===== src/rtl/i2c_cmd_pkg.sv =====
// Command encodings for the byte-level I2C master, plus TMP102 register
// pointers, configuration bytes and the per-step command tables that drive
// the poller's INIT and READ sequences.
package i2c_cmd_pkg;

    typedef enum logic [2:0] {
        CMD_START     = 3'd0,
        CMD_WRITE     = 3'd1,
        CMD_READ_ACK  = 3'd2,
        CMD_READ_NACK = 3'd3,
        CMD_STOP      = 3'd4
    } i2c_cmd_e;

    localparam logic [7:0] TMP102_PTR_TEMP   = 8'h00;
    localparam logic [7:0] TMP102_PTR_CONFIG = 8'h01;
    localparam logic [7:0] TMP102_CFG_MSB    = 8'h60;
    localparam logic [7:0] TMP102_CFG_LSB_NM = 8'hA0;
    localparam logic [7:0] TMP102_CFG_LSB_EM = 8'hB0;

    localparam logic [2:0] INIT_LAST_STEP = 3'd5;
    localparam logic [2:0] READ_LAST_STEP = 3'd7;

    // INIT: START, 4 x WRITE (address, pointer, config MSB, config LSB), STOP
    function automatic i2c_cmd_e init_cmd(input logic [2:0] step);
        case (step)
            3'd0:                     init_cmd = CMD_START;
            3'd1, 3'd2, 3'd3, 3'd4:   init_cmd = CMD_WRITE;
            default:                  init_cmd = CMD_STOP;
        endcase
    endfunction

    // READ: set pointer, repeated START, read two bytes, STOP
    function automatic i2c_cmd_e read_cmd(input logic [2:0] step);
        case (step)
            3'd0, 3'd3:       read_cmd = CMD_START;
            3'd1, 3'd2, 3'd4: read_cmd = CMD_WRITE;
            3'd5:             read_cmd = CMD_READ_ACK;
            3'd6:             read_cmd = CMD_READ_NACK;
            default:          read_cmd = CMD_STOP;
        endcase
    endfunction

endpackage


===== src/rtl/tmp102_poller_poll_timer.sv =====
// Down-counter spacing successive TMP102 reads. Loaded on entry to WAIT and
// decremented only while the poller sits in WAIT.
module poll_timer #(
    parameter logic [31:0] POLL_CYCLES = 32'd12500000
) (
    input  logic clk,
    input  logic rst,
    input  logic load,
    input  logic run,
    output logic expired
);

    logic [31:0] count;

    // Load with POLL_CYCLES-1 so that WAIT lasts exactly POLL_CYCLES cycles
    always_ff @(posedge clk or posedge rst) begin
        if (rst) begin
            count <= '0;
        end else if (load) begin
            count <= POLL_CYCLES - 32'd1;
        end else if (run && (count != '0)) begin
            count <= count - 32'd1;
        end
    end

    assign expired = (count == '0);

endmodule


===== src/rtl/tmp102_poller.sv =====
// TMP102 poller: configures the sensor once, then periodically reads the
// temperature register through a byte-level I2C master. Write NACKs abort
// the sequence with a STOP and raise a sticky error flag.
module tmp102_poller
    import i2c_cmd_pkg::*;
#(
    parameter logic [6:0]  I2C_ADR     = 7'b1001000,
    parameter bit          EXTENDED    = 1'b0,
    parameter logic [31:0] POLL_CYCLES = 32'd12500000
) (
    input  logic        clk_i,
    input  logic        rst_i,
    output logic [2:0]  cmd_o,
    output logic [7:0]  wdata_o,
    output logic        cmd_valid_o,
    input  logic        cmd_ready_i,
    input  logic        rsp_valid_i,
    input  logic        rsp_nack_i,
    input  logic [7:0]  rdata_i,
    output logic [12:0] temp_o,
    output logic        temp_valid_o,
    output logic        err_o,
    input  logic        err_clr_i
);

    typedef enum logic [2:0] {
        ST_INIT_ISSUE,
        ST_INIT_RSP,
        ST_WAIT,
        ST_RD_ISSUE,
        ST_RD_RSP,
        ST_ABORT_STOP,
        ST_ABORT_RSP
    } state_e;

    state_e     state;
    logic [2:0] step;
    logic       init_done;
    logic [7:0] byte1;
    logic [7:0] byte2;
    logic       write_nack;
    logic       last_step;
    logic       timer_load;
    logic       timer_expired;

    function automatic logic [7:0] init_data(input logic [2:0] s);
        case (s)
            3'd1:    init_data = {I2C_ADR, 1'b0};
            3'd2:    init_data = TMP102_PTR_CONFIG;
            3'd3:    init_data = TMP102_CFG_MSB;
            3'd4:    init_data = EXTENDED ? TMP102_CFG_LSB_EM : TMP102_CFG_LSB_NM;
            default: init_data = 8'h00;
        endcase
    endfunction

    function automatic logic [7:0] read_data(input logic [2:0] s);
        case (s)
            3'd1:    read_data = {I2C_ADR, 1'b0};
            3'd2:    read_data = TMP102_PTR_TEMP;
            3'd4:    read_data = {I2C_ADR, 1'b1};
            default: read_data = 8'h00;
        endcase
    endfunction

    // Normal mode is a 12-bit left-justified value; extended mode is 13-bit
    function automatic logic [12:0] to_temp(input logic [7:0] b1, input logic [7:0] b2);
        if (EXTENDED) begin
            to_temp = {b1, b2[7:3]};
        end else begin
            to_temp = {b1[7], b1, b2[7:4]};
        end
    endfunction

    // A NACK only means something as the answer to a WRITE
    assign write_nack = rsp_valid_i && rsp_nack_i && (cmd_o == CMD_WRITE);
    assign last_step  = (state == ST_INIT_RSP) ? (step == INIT_LAST_STEP)
                                               : (step == READ_LAST_STEP);
    assign timer_load = rsp_valid_i &&
                        ((((state == ST_INIT_RSP) || (state == ST_RD_RSP)) && last_step) ||
                         (state == ST_ABORT_RSP));

    poll_timer #(
        .POLL_CYCLES(POLL_CYCLES)
    ) u_poll_timer (
        .clk     (clk_i),
        .rst     (rst_i),
        .load    (timer_load),
        .run     (state == ST_WAIT),
        .expired (timer_expired)
    );

    // Capture the two temperature bytes as their read responses arrive
    always_ff @(posedge clk_i) begin
        if ((state == ST_RD_RSP) && rsp_valid_i) begin
            if (step == 3'd5) byte1 <= rdata_i;
            if (step == 3'd6) byte2 <= rdata_i;
        end
    end

    // Sequencer: issue one command, wait for its response, step or abort
    always_ff @(posedge clk_i or posedge rst_i) begin
        if (rst_i) begin
            state        <= ST_INIT_ISSUE;
            step         <= 3'd0;
            cmd_valid_o  <= 1'b0;
            cmd_o        <= CMD_STOP;
            wdata_o      <= 8'h00;
            temp_o       <= 13'd0;
            temp_valid_o <= 1'b0;
            err_o        <= 1'b0;
            init_done    <= 1'b0;
        end else begin
            temp_valid_o <= 1'b0;
            // Set is written after clear so a coincident NACK wins
            if (err_clr_i) err_o <= 1'b0;
            if (write_nack && ((state == ST_INIT_RSP) || (state == ST_RD_RSP))) err_o <= 1'b1;

            case (state)
                ST_INIT_ISSUE, ST_RD_ISSUE, ST_ABORT_STOP: begin
                    if (!cmd_valid_o) begin
                        cmd_valid_o <= 1'b1;
                        if (state == ST_INIT_ISSUE) begin
                            cmd_o   <= init_cmd(step);
                            wdata_o <= init_data(step);
                        end else if (state == ST_RD_ISSUE) begin
                            cmd_o   <= read_cmd(step);
                            wdata_o <= read_data(step);
                        end else begin
                            cmd_o   <= CMD_STOP;
                            wdata_o <= 8'h00;
                        end
                    end else if (cmd_ready_i) begin
                        cmd_valid_o <= 1'b0;
                        if (state == ST_INIT_ISSUE)    state <= ST_INIT_RSP;
                        else if (state == ST_RD_ISSUE) state <= ST_RD_RSP;
                        else                           state <= ST_ABORT_RSP;
                    end
                end
                ST_INIT_RSP, ST_RD_RSP: begin
                    if (rsp_valid_i) begin
                        if (write_nack) begin
                            state <= ST_ABORT_STOP;
                        end else if (last_step) begin
                            step  <= 3'd0;
                            state <= ST_WAIT;
                            if (state == ST_INIT_RSP) begin
                                init_done <= 1'b1;
                            end else begin
                                temp_o       <= to_temp(byte1, byte2);
                                temp_valid_o <= 1'b1;
                            end
                        end else begin
                            step  <= step + 3'd1;
                            state <= (state == ST_INIT_RSP) ? ST_INIT_ISSUE : ST_RD_ISSUE;
                        end
                    end
                end
                ST_ABORT_RSP: begin
                    if (rsp_valid_i) begin
                        step  <= 3'd0;
                        state <= ST_WAIT;
                    end
                end
                ST_WAIT: begin
                    if (timer_expired) begin
                        state <= init_done ? ST_RD_ISSUE : ST_INIT_ISSUE;
                    end
                end
                default: state <= ST_INIT_ISSUE;
            endcase
        end
    end

endmodule

===== config.mk =====
export PLATFORM = sky130hd
export DESIGN_NAME = tmp102_poller
export DESIGN_NICKNAME = d
export VERILOG_FILES = /design/src/rtl/i2c_cmd_pkg.sv /design/src/rtl/tmp102_poller_poll_timer.sv /design/src/rtl/tmp102_poller.sv
export SDC_FILE = /design/constraint.sdc
export NUM_CORES = 1
export LEC_CHECK = 0
export ABC_AREA = 1
export CELL_PAD_IN_SITES_DETAIL_PLACEMENT = 0
export CELL_PAD_IN_SITES_GLOBAL_PLACEMENT = 1
export CORE_UTILIZATION = 45
export DETAILED_ROUTE_END_ITERATION = 10
export GPL_ROUTABILITY_DRIVEN = 0
export PLACE_DENSITY = 0.93
export SLEW_MARGIN = 15
export SYNTH_ARGS = -nofsm -noshare
export SYNTH_HDL_FRONTEND = slang
export SYNTH_SLANG_ARGS = --single-unit

===== constraint.sdc =====
create_clock -name clk_i -period 3.09 [get_ports clk_i]
set_input_delay 0.7725 -clock clk_i [delete_from_list [all_inputs] [get_ports clk_i]]
set_output_delay 0.7725 -clock clk_i [all_outputs]
set_load 0.01 [all_outputs]

Word-level counts from Yosys, hierarchy flattened
Cells that the tools add are included.
- output and inout port bits: 27
- bits in registers: 81
- input port bits: 14
- word-level logic and storage cells: 102
- bitwise operators: 3
- reductions and logical operators: 28
- add/subtract/negate cells: 2
- mux-type cells: 37
- equality and inequality tests: 20
- operators with widths (kind ; number):
    $mux W32 ; 2
    $mux W3 ; 13
    $logic_not A32 Y1 ; 1
    $pmux W8 S4 ; 1
    $reduce_bool A32 Y1 ; 1
    $sub A32 B1 Y32 const B ; 1
    $pmux W3 S4 ; 2
    $eq A3 B3 Y1 const B ; 7
    $mux W8 ; 2
    $pmux W8 S2 ; 1
    $reduce_and A5 Y1 ; 3
    $eq A3 B2 Y1 const B ; 4
    $ne A2 B2 Y1 const B ; 6
    $pmux W3 S2 ; 2
    $mux W1 ; 10
    $eq A3 B1 Y1 const B ; 3
    $mux W2 ; 4
    $logic_and A1 B1 Y1 ; 7
    $logic_not A3 Y1 ; 2
    $reduce_and A2 Y1 ; 3
    $reduce_bool A2 Y1 ; 3
    $reduce_or A3 Y1 ; 2
    $reduce_and A4 Y1 ; 1
    $reduce_or A2 Y1 ; 2
    other kinds (4) ; 7

Depth between registers and ports, before layout
Gate-level depths: netlist of the first run.
- depth in word-level cells: 6
- mapped depth: 12

By module
Synthesis of the first run repeated with hierarchy kept, for this count alone.
- cells, all modules: 581
- area total of the unflattened synthesis: 4260.3 um2
- modules (own cells, without submodules) (module ; cells an instance ; area an instance (um2) ; instances):
    poll_timer ; 351 ; 2214.6 ; 1
    tmp102_poller ; 230 ; 2045.7 ; 1

Worst setup path after synthesis of the first run
Ideal clock, no wire load.
- kind: register to register
- from: reg u_poll_timer.count[0]
- to: reg u_poll_timer.count[16]
- buffers on the path: 1
- arrival: 1733 ps
- stages on the path, launching flop included: 12
- path slack: 1291 ps
- data required time: 3024 ps
- cells stage by stage: dfrtp_1 inv_1 ha_1 nand2_2 nor2_8 nand2_4 o21ai_4 nand2_4 inv_4 buf_8 nand2_1 nand2_1
- longest elaborated chain between the ends: 3
- elaborated cells between the ends (all ways): 6
- those cells by class: add/sub (1); mux (2); reduce/logical (3)
- RTL lines (element ; line ; RTL):
    from (decl) ; tmp102_poller_poll_timer.sv:13 ; logic [31:0] count;
    from (signal assigned) ; tmp102_poller_poll_timer.sv:20 ; count <= POLL_CYCLES - 32'd1;
    from (signal assigned) ; tmp102_poller_poll_timer.sv:22 ; count <= count - 32'd1;
    $sub A32 B1 Y32 or $reduce_bool A32 Y1 (tied branches) ; tmp102_poller_poll_timer.sv:22, tmp102_poller_poll_timer.sv:21 ;
    $mux W32 or $logic_and A1 B1 Y1 (tied branches) ; tmp102_poller_poll_timer.sv:21 ; end else if (run && (count != '0)) begin
    $mux W32 or $reduce_bool A2 Y1 (tied branches) ; - ;
Parallel ways exist; a longest one is shown, timed or not. The select of a mux whose other input is x is not followed.
A chain may end at the register's enable or synchronous reset.

Worst setup path after layout of the first run
- from: reg u_poll_timer.count[0]
- to: reg u_poll_timer.count[31]
Same word-level chain as after synthesis.

==> metrics.cfg, run 1 <==
[timing]
setup_viol = 0
max_freq_ghz = 0.438
worst_slew_pin_slew_ns = 0.563
finalSetupTns_ns = 0
slew_violations = 0
slew_headroom = 0.623
final_hold_viol_count = 0
setup_slack_ns = 0.806
grt_setup_unrepaired = no
fin_crit_ns = 2.28
finClkSkew_ns = 0.00926
final.period_utilization = 0.739

[clock_tree]
cts_tree = yes
cts_hold_buf = 0
cts_sinks = 74
clockBufferDepth = 2
clk_latency_ns = 0.34
ctsResizeCount = 0
cts_max_level = 3
clockRootBuffer = clkbuf_8
clk_pin_slew_ns = 0.09
postCtsSetupRepairBufs = 0
cts_made_buffers = 9

[power]
vdd_drop_max_v = 0.000496
p_per_area_nw_per_um2 = 907
finalPower_mw = 4.36
power.leakage_nw = 2.41

[logic_synthesis]
synthFlopType = dfrtp_1
ys_seq_elements = 74
synth_cell_types = 35
ys_seq_area_frac = 0.461
avgSynthCellArea_um2 = 7.45
synth_cells = 557
netlist_area_um2 = 4150
synth_edf_count = 12
synth_warnings = 0
async_flop_share = 0.838

[worst_hold_path]
hold_class = flip-flop to flip-flop
hold_end = temp_o[9]
min_from = byte1[5]
worstHoldPathCells = 2

[routing]
vias = 3629
routed_wl_um = 9160
drc_errors = 4
drtIter0Drc = 171
wl_per_cell_um = 12.9
firstDrtPassIters = 8
ant_nets = 0
viasPerCell = 5.12

[cells_and_area]
multiInputGateArea_um2 = 1930
final_cell_mix = nand2_1, nor2_1, dfrtp_1, nand3_1, inv_1
nNetsFinal = 618
antennaDiodeCount = 0
fill_cells = 834
drive_above_1_share = 0.0616
fin_util = 0.545
area_growth_pct = 15.7
layout_commonest_cell = nand2_1
regArea_um2 = 1910

[critical_path]
cp.arrival_ns = 2.57
worstPathRequired_ns = 3.37
critPathMaxFanout = 26
reg2reg_from = u_poll_timer.count[0]
cp-end-kind = flip-flop
crit_path_start_kind = flip-flop
setup.worst_path.class = flip-flop to flip-flop
ff2ff_setup_slack_ns = 0.81
timing.rr.end = u_poll_timer.count[31]
rr_worst_depth = 10

[run_status]
status = complete, but fails checks
violations = DRC

[die]
dieWidth_um = 98.0
start_util = 0.471
die_area_um2 = 9610
core_um2 = 8810
rows = 34
io_pins = 41
die_height_um = 98.0

[global_route]
track_usage = 0.201
grt_pass1_wl_um = 15500
grt-ovfl-total = 0
grt_pass1_vias = 3367
grt_max_degree = 63
antenna_found_initial = 0

[job]
maxCapViolations = 0

[placed_design]
port_buffers = 37
place_hpwl_um = 6650
dp_slack_ns = 0.706

[sequential cells by signal (all words and copies together), names as in the netlist]
name and cells:
cmd_valid_o 1, temp_valid_o 1, state 3, err_o 1, step 3, byte2 4
init_done 1, temp_o 12, byte1 8, cmd_o 3, wdata_o 5, u_poll_timer.count 32
[logic make-up (layout without fill, tap and decap cells)]
| logic type | count (synthesis) | after routing | share of synthesized area |
|---|---|---|---|
| buf+inv | 70 | 112 | 0.0763 |
| xor+xnor | 6 | 6 | 0.0127 |
| flops | 74 | 74 | 0.461 |
| other cells | 1 | 3 | 0.000904 |
| fa+ha+maj | 8 | 8 | 0.0241 |
| simple gates | 343 | 343 | 0.351 |
| compound gates | 55 | 55 | 0.0742 |
[cell usage after synthesis, drive strengths merged, types with 2 or more instances]
cell type	number	area [um^2]
o21bai	4	30.0
nand2	196	758
edfxtp	12	360
clkbuf	2	7.51
nand3	50	250
o21ai	40	211
xnor2	2	17.5
nor2	73	293
a21oi	5	25.0
ha	8	100
xor2	4	35.0
nand4	21	131
buf	13	100
o22ai	3	18.8
dfrtp	61	1530
inv	55	209
[worst max-delay path: stages, from the launching register on]
cell	delay [ns]
dfrtp_1	0.42
inv_1	0.19
ha_1	0.34
nand2_2	0.17
nor2_8	0.21
nand2_4	0.08
o21ai_4	0.20
nand2_4	0.21
inv_4	0.25
nand2_1	0.08
nand2_1	0.07
[through the flow]
step	hold WS (ns)	instances	cell area, um^2
after floorplan	0.426	559	4160
after global placement	0.434	693	4600
after detailed placement	0.441	693	4600
after CTS	0.462	709	4800
after global routing	0.477	709	4800
final	0.458	709	4800
[area by class of cell]
class / instances / share of cell area
multi-input combinational: 415 / 0.401
sequential: 74 / 0.398
timing repair buffer: 41 / 0.0860
inverter: 55 / 0.0435
tap: 108 / 0.0281
clock buffer: 9 / 0.0258
clock inverter: 7 / 0.0169
[routing by layer]
layer	up-vias	GRT usage	wire (um)
met2	71	0.328	4180
li1	1873	-	-
met1	1678	0.280	4560
met4	0	0.0455	77
met3	7	0.0351	350
met5	-	0	0
[worst max path at each step]
stage / start / to / slack, ns / cells past startpoint
global route: u_poll_timer.count[0] / u_poll_timer.count[9] / 0.62 / 10
floorplan: rst_i / cmd_o[0] / 0.78 / 1
finish: u_poll_timer.count[0] / u_poll_timer.count[31] / 0.81 / 10
global placement: rsp_valid_i / byte1[0] / 0.73 / 5
CTS: u_poll_timer.count[0] / u_poll_timer.count[29] / 0.80 / 10
detailed placement: rsp_valid_i / byte1[2] / 0.71 / 5
[power by group]
part           internal (mW)  total (mW)  switching, mW
Clock                  0.386       0.794          0.407
Combinational          0.744        2.07           1.32
Sequential              1.26        1.49          0.234
No activity file was read; power rests on OpenSTA's default activity.
==> run 2: changes to the inputs <==
- CORE_UTILIZATION: 45 -> 38
- PLACE_DENSITY: 0.93 -> 0.84
- clock period: 3.09 -> 1.9 ns (I/O delays scaled with it)
==> run 2 against run 1 <==
The flow now finishes without violations. Die area is 18% higher. Wire length increased by 11%. Sequential share of layout area is 2.2 points lower. Cell count rose by 7.2%. Register-to-register slack worse by 0.66 ns. Critical path type unchanged. Critical endpoint is now u_poll_timer.count[5]. Largest power group unchanged.
==> metrics.cfg, run 2 (synthesized netlist as in run 1, its figures left out) <==
[run_status]
status = finished clean

[timing]
grt_setup_unrepaired = no
finClkSkew_ns = 0.0136  ; +0.00435 ns
final_hold_viol_count = 0  ; unchanged
slew_violations = 0  ; unchanged
setup_viol = 0  ; unchanged
final.period_utilization = 0.925  ; +0.186
fin_crit_ns = 1.76  ; -0.525 ns
max_freq_ghz = 0.569  ; +30%

[power]
power.leakage_nw = 2.56  ; +6.1%
switching_power_mw = 3.36  ; +71%
p_per_area_nw_per_um2 = 1450  ; +60%
vdd_drop_max_v = 0.000884  ; +78%
swShare = 0.455  ; +0.00369
p_seq_frac = 0.331  ; -0.012
finalPower_mw = 7.38  ; +69%
combPwrFrac = 0.509  ; +0.034
clockPowerShare = 0.160  ; -0.022
internal-power_mw = 4.03  ; +68%

[routing]
wl_per_cell_um = 13.4  ; +3.6%
vias = 3781  ; +4.2%
drc_errors = 0  ; -4
firstDrtPassIters = 6  ; -2
viasPerCell = 4.98  ; -2.8%
routed_wl_um = 10200  ; +11%
ant_nets = 0  ; unchanged
drtIter0Drc = 217  ; +27%

[clock_tree]
clk_pin_slew_ns = 0.10  ; about the same
cts_sinks = 74  ; unchanged
cts_max_level = 3  ; unchanged
clk_latency_ns = 0.35  ; about the same
cts_tree = yes
cts_made_buffers = 9  ; unchanged
clockRootBuffer = clkbuf_8
clockBufferDepth = 2  ; unchanged
cts_hold_buf = 0  ; unchanged

[cells_and_area]
largestRegisters = u_poll_timer.count (32), temp_o (12), byte1 (8)
drive_above_1_share = 0.104  ; +0.0426
fill_cells = 1031  ; +24%
area_growth_pct = 22.5
nNetsFinal = 641  ; +3.7%
largest_register_ffs = 32  ; unchanged
largest_register = u_poll_timer.count
final_cell_mix = nand2_1, nor2_1, dfrtp_1, nand3_1, inv_1
layout_commonest_cell = nand2_1
fin_util = 0.486  ; -0.0597
antennaDiodeCount = 0  ; unchanged
instances_no_fill = 760  ; +7.2%
stdcell_area_um2 = 5080  ; +5.8%

[global_route]
antenna_found_initial = 0  ; unchanged
grt_pass1_vias = 3648  ; +8.3%
grt-ovfl-total = 0  ; unchanged
grt_max_degree = 63  ; unchanged
track_usage = 0.193  ; -0.00793
grt_pass1_wl_um = 17300  ; +12%

[critical_path]
reg2reg_from = step[1]
cp-end-kind = flip-flop
crit_path_start_kind = flip-flop
cp.arrival_ns = 1.99  ; -0.58 ns
rr_worst_depth = 11  ; +1
setup.worst_path.class = flip-flop to flip-flop
critPathMaxFanout = 15  ; -42%
timing.rr.end = u_poll_timer.count[5]
ff2ff_setup_slack_ns = 0.14  ; -0.66 ns
worstPathRequired_ns = 2.13  ; -1.24 ns

[die]
start_util = 0.397  ; -0.0746
rows = 37  ; +8.8%
core_um2 = 10500  ; +19%
io_pins = 41  ; unchanged
dieWidth_um = 107  ; +8.6%
die_height_um = 107  ; +8.6%
die_area_um2 = 11300  ; +18%

[worst_hold_path]
worstHoldPathCells = 2  ; unchanged
min_from = byte1[5]
hold_class = flip-flop to flip-flop
hold_end = temp_o[9]

[placed_design]
dpl.cell_count = 740  ; +6.8%
port_buffers = 37  ; unchanged
place_hpwl_um = 7200  ; +8.3%
dpl-instance-area_um2 = 4820  ; +4.8%

[job]
maxCapViolations = 0  ; unchanged

[run 2: changes by cell type in the layout (fill, tap and decap cells not counted), sizes merged]
| cell | change |
|---|---|
| clkinvlp | +2 |
| buf | +22 |
| clkbuf | +1 |
| clkdlybuf4s50 | -1 |
| dlygate4sd2 | +1 |
| bufinv | -1 |
| inv | -1 |
[run 2: cell type report]
class	instances	area, um^2	share of cell area
multi-input combinational	415	1950	0.384
timing repair buffer	64	652	0.128
clock buffer	9	124	0.0244
inverter	55	215	0.0423
clock inverter	7	57.6	0.0113
sequential	74	1910	0.376
tap	136	170	0.0335
[run 2: power groups by stage]
| stage | Clock (mW) | Combinational, mW | Sequential [mW] |
|---|---|---|---|
| 5_1_grt | 1.29 | 4.26 | 2.50 |
| 3_5_place_dp | 0 | 3.65 | 2.47 |
| 4_1_cts | 1.21 | 3.66 | 2.44 |
| 2_1_floorplan | 0 | 2.40 | 2.45 |
| 3_3_place_gp | 0 | 3.58 | 2.45 |
| 6_report | 1.18 | 3.76 | 2.44 |
[run 2: stage by stage]
stage,TNS (ns),setup slack [ns],hold slack (ns)
floorplan,0,0.101,0.426
global placement,0,0.0467,0.432
detailed placement,-0.0000969,-0.0000969,0.433
CTS,0,0.0423,0.453
global route,0,0.00758,0.475
finish,0,0.142,0.447
[run 2: worst max-delay path, stage by stage (launching register included)]
cell	delay (ns)
dfrtp_1	0.41
inv_1	0.10
ha_1	0.21
nand2_2	0.10
inv_1	0.06
nand2_1	0.07
nand3_1	0.14
nand2_4	0.11
buf_12	0.14
clkbuf_16	0.17
nand3_1	0.08
o21ai_1	0.06
[run 2: worst max path at each step]
stage	slack, ns	from	to
final	0.14	step[1]	u_poll_timer.count[5]
after global routing	0.008	step[1]	u_poll_timer.count[27]
after CTS	0.04	step[0]	u_poll_timer.count[3]
after detailed placement	-0.0001	rsp_valid_i	temp_o[11]
after global placement	0.05	rsp_valid_i	byte2[4]
after floorplan	0.10	u_poll_timer.count[0]	u_poll_timer.count[16]
[run 2: repair_timing]
action,4_1_cts,5_1_grt
setup endpoints to repair,1,28
cloned,0,1
setup buffers,0,3
pin swaps,0,2
endpoints found under the hold margin,0,0
gates resized for setup,1,8
[run 2: routing by layer]
metal | track usage | share of wire | wire [um] | vias up
met2 | 0.318 | 0.48 | 4920 | 72
met5 | 0 | 0 | 0 | -
met4 | 0.0646 | 0.013 | 133 | 0
met3 | 0.0239 | 0.034 | 344 | 10
met1 | 0.264 | 0.47 | 4770 | 1785
li1 | - | - | - | 1914
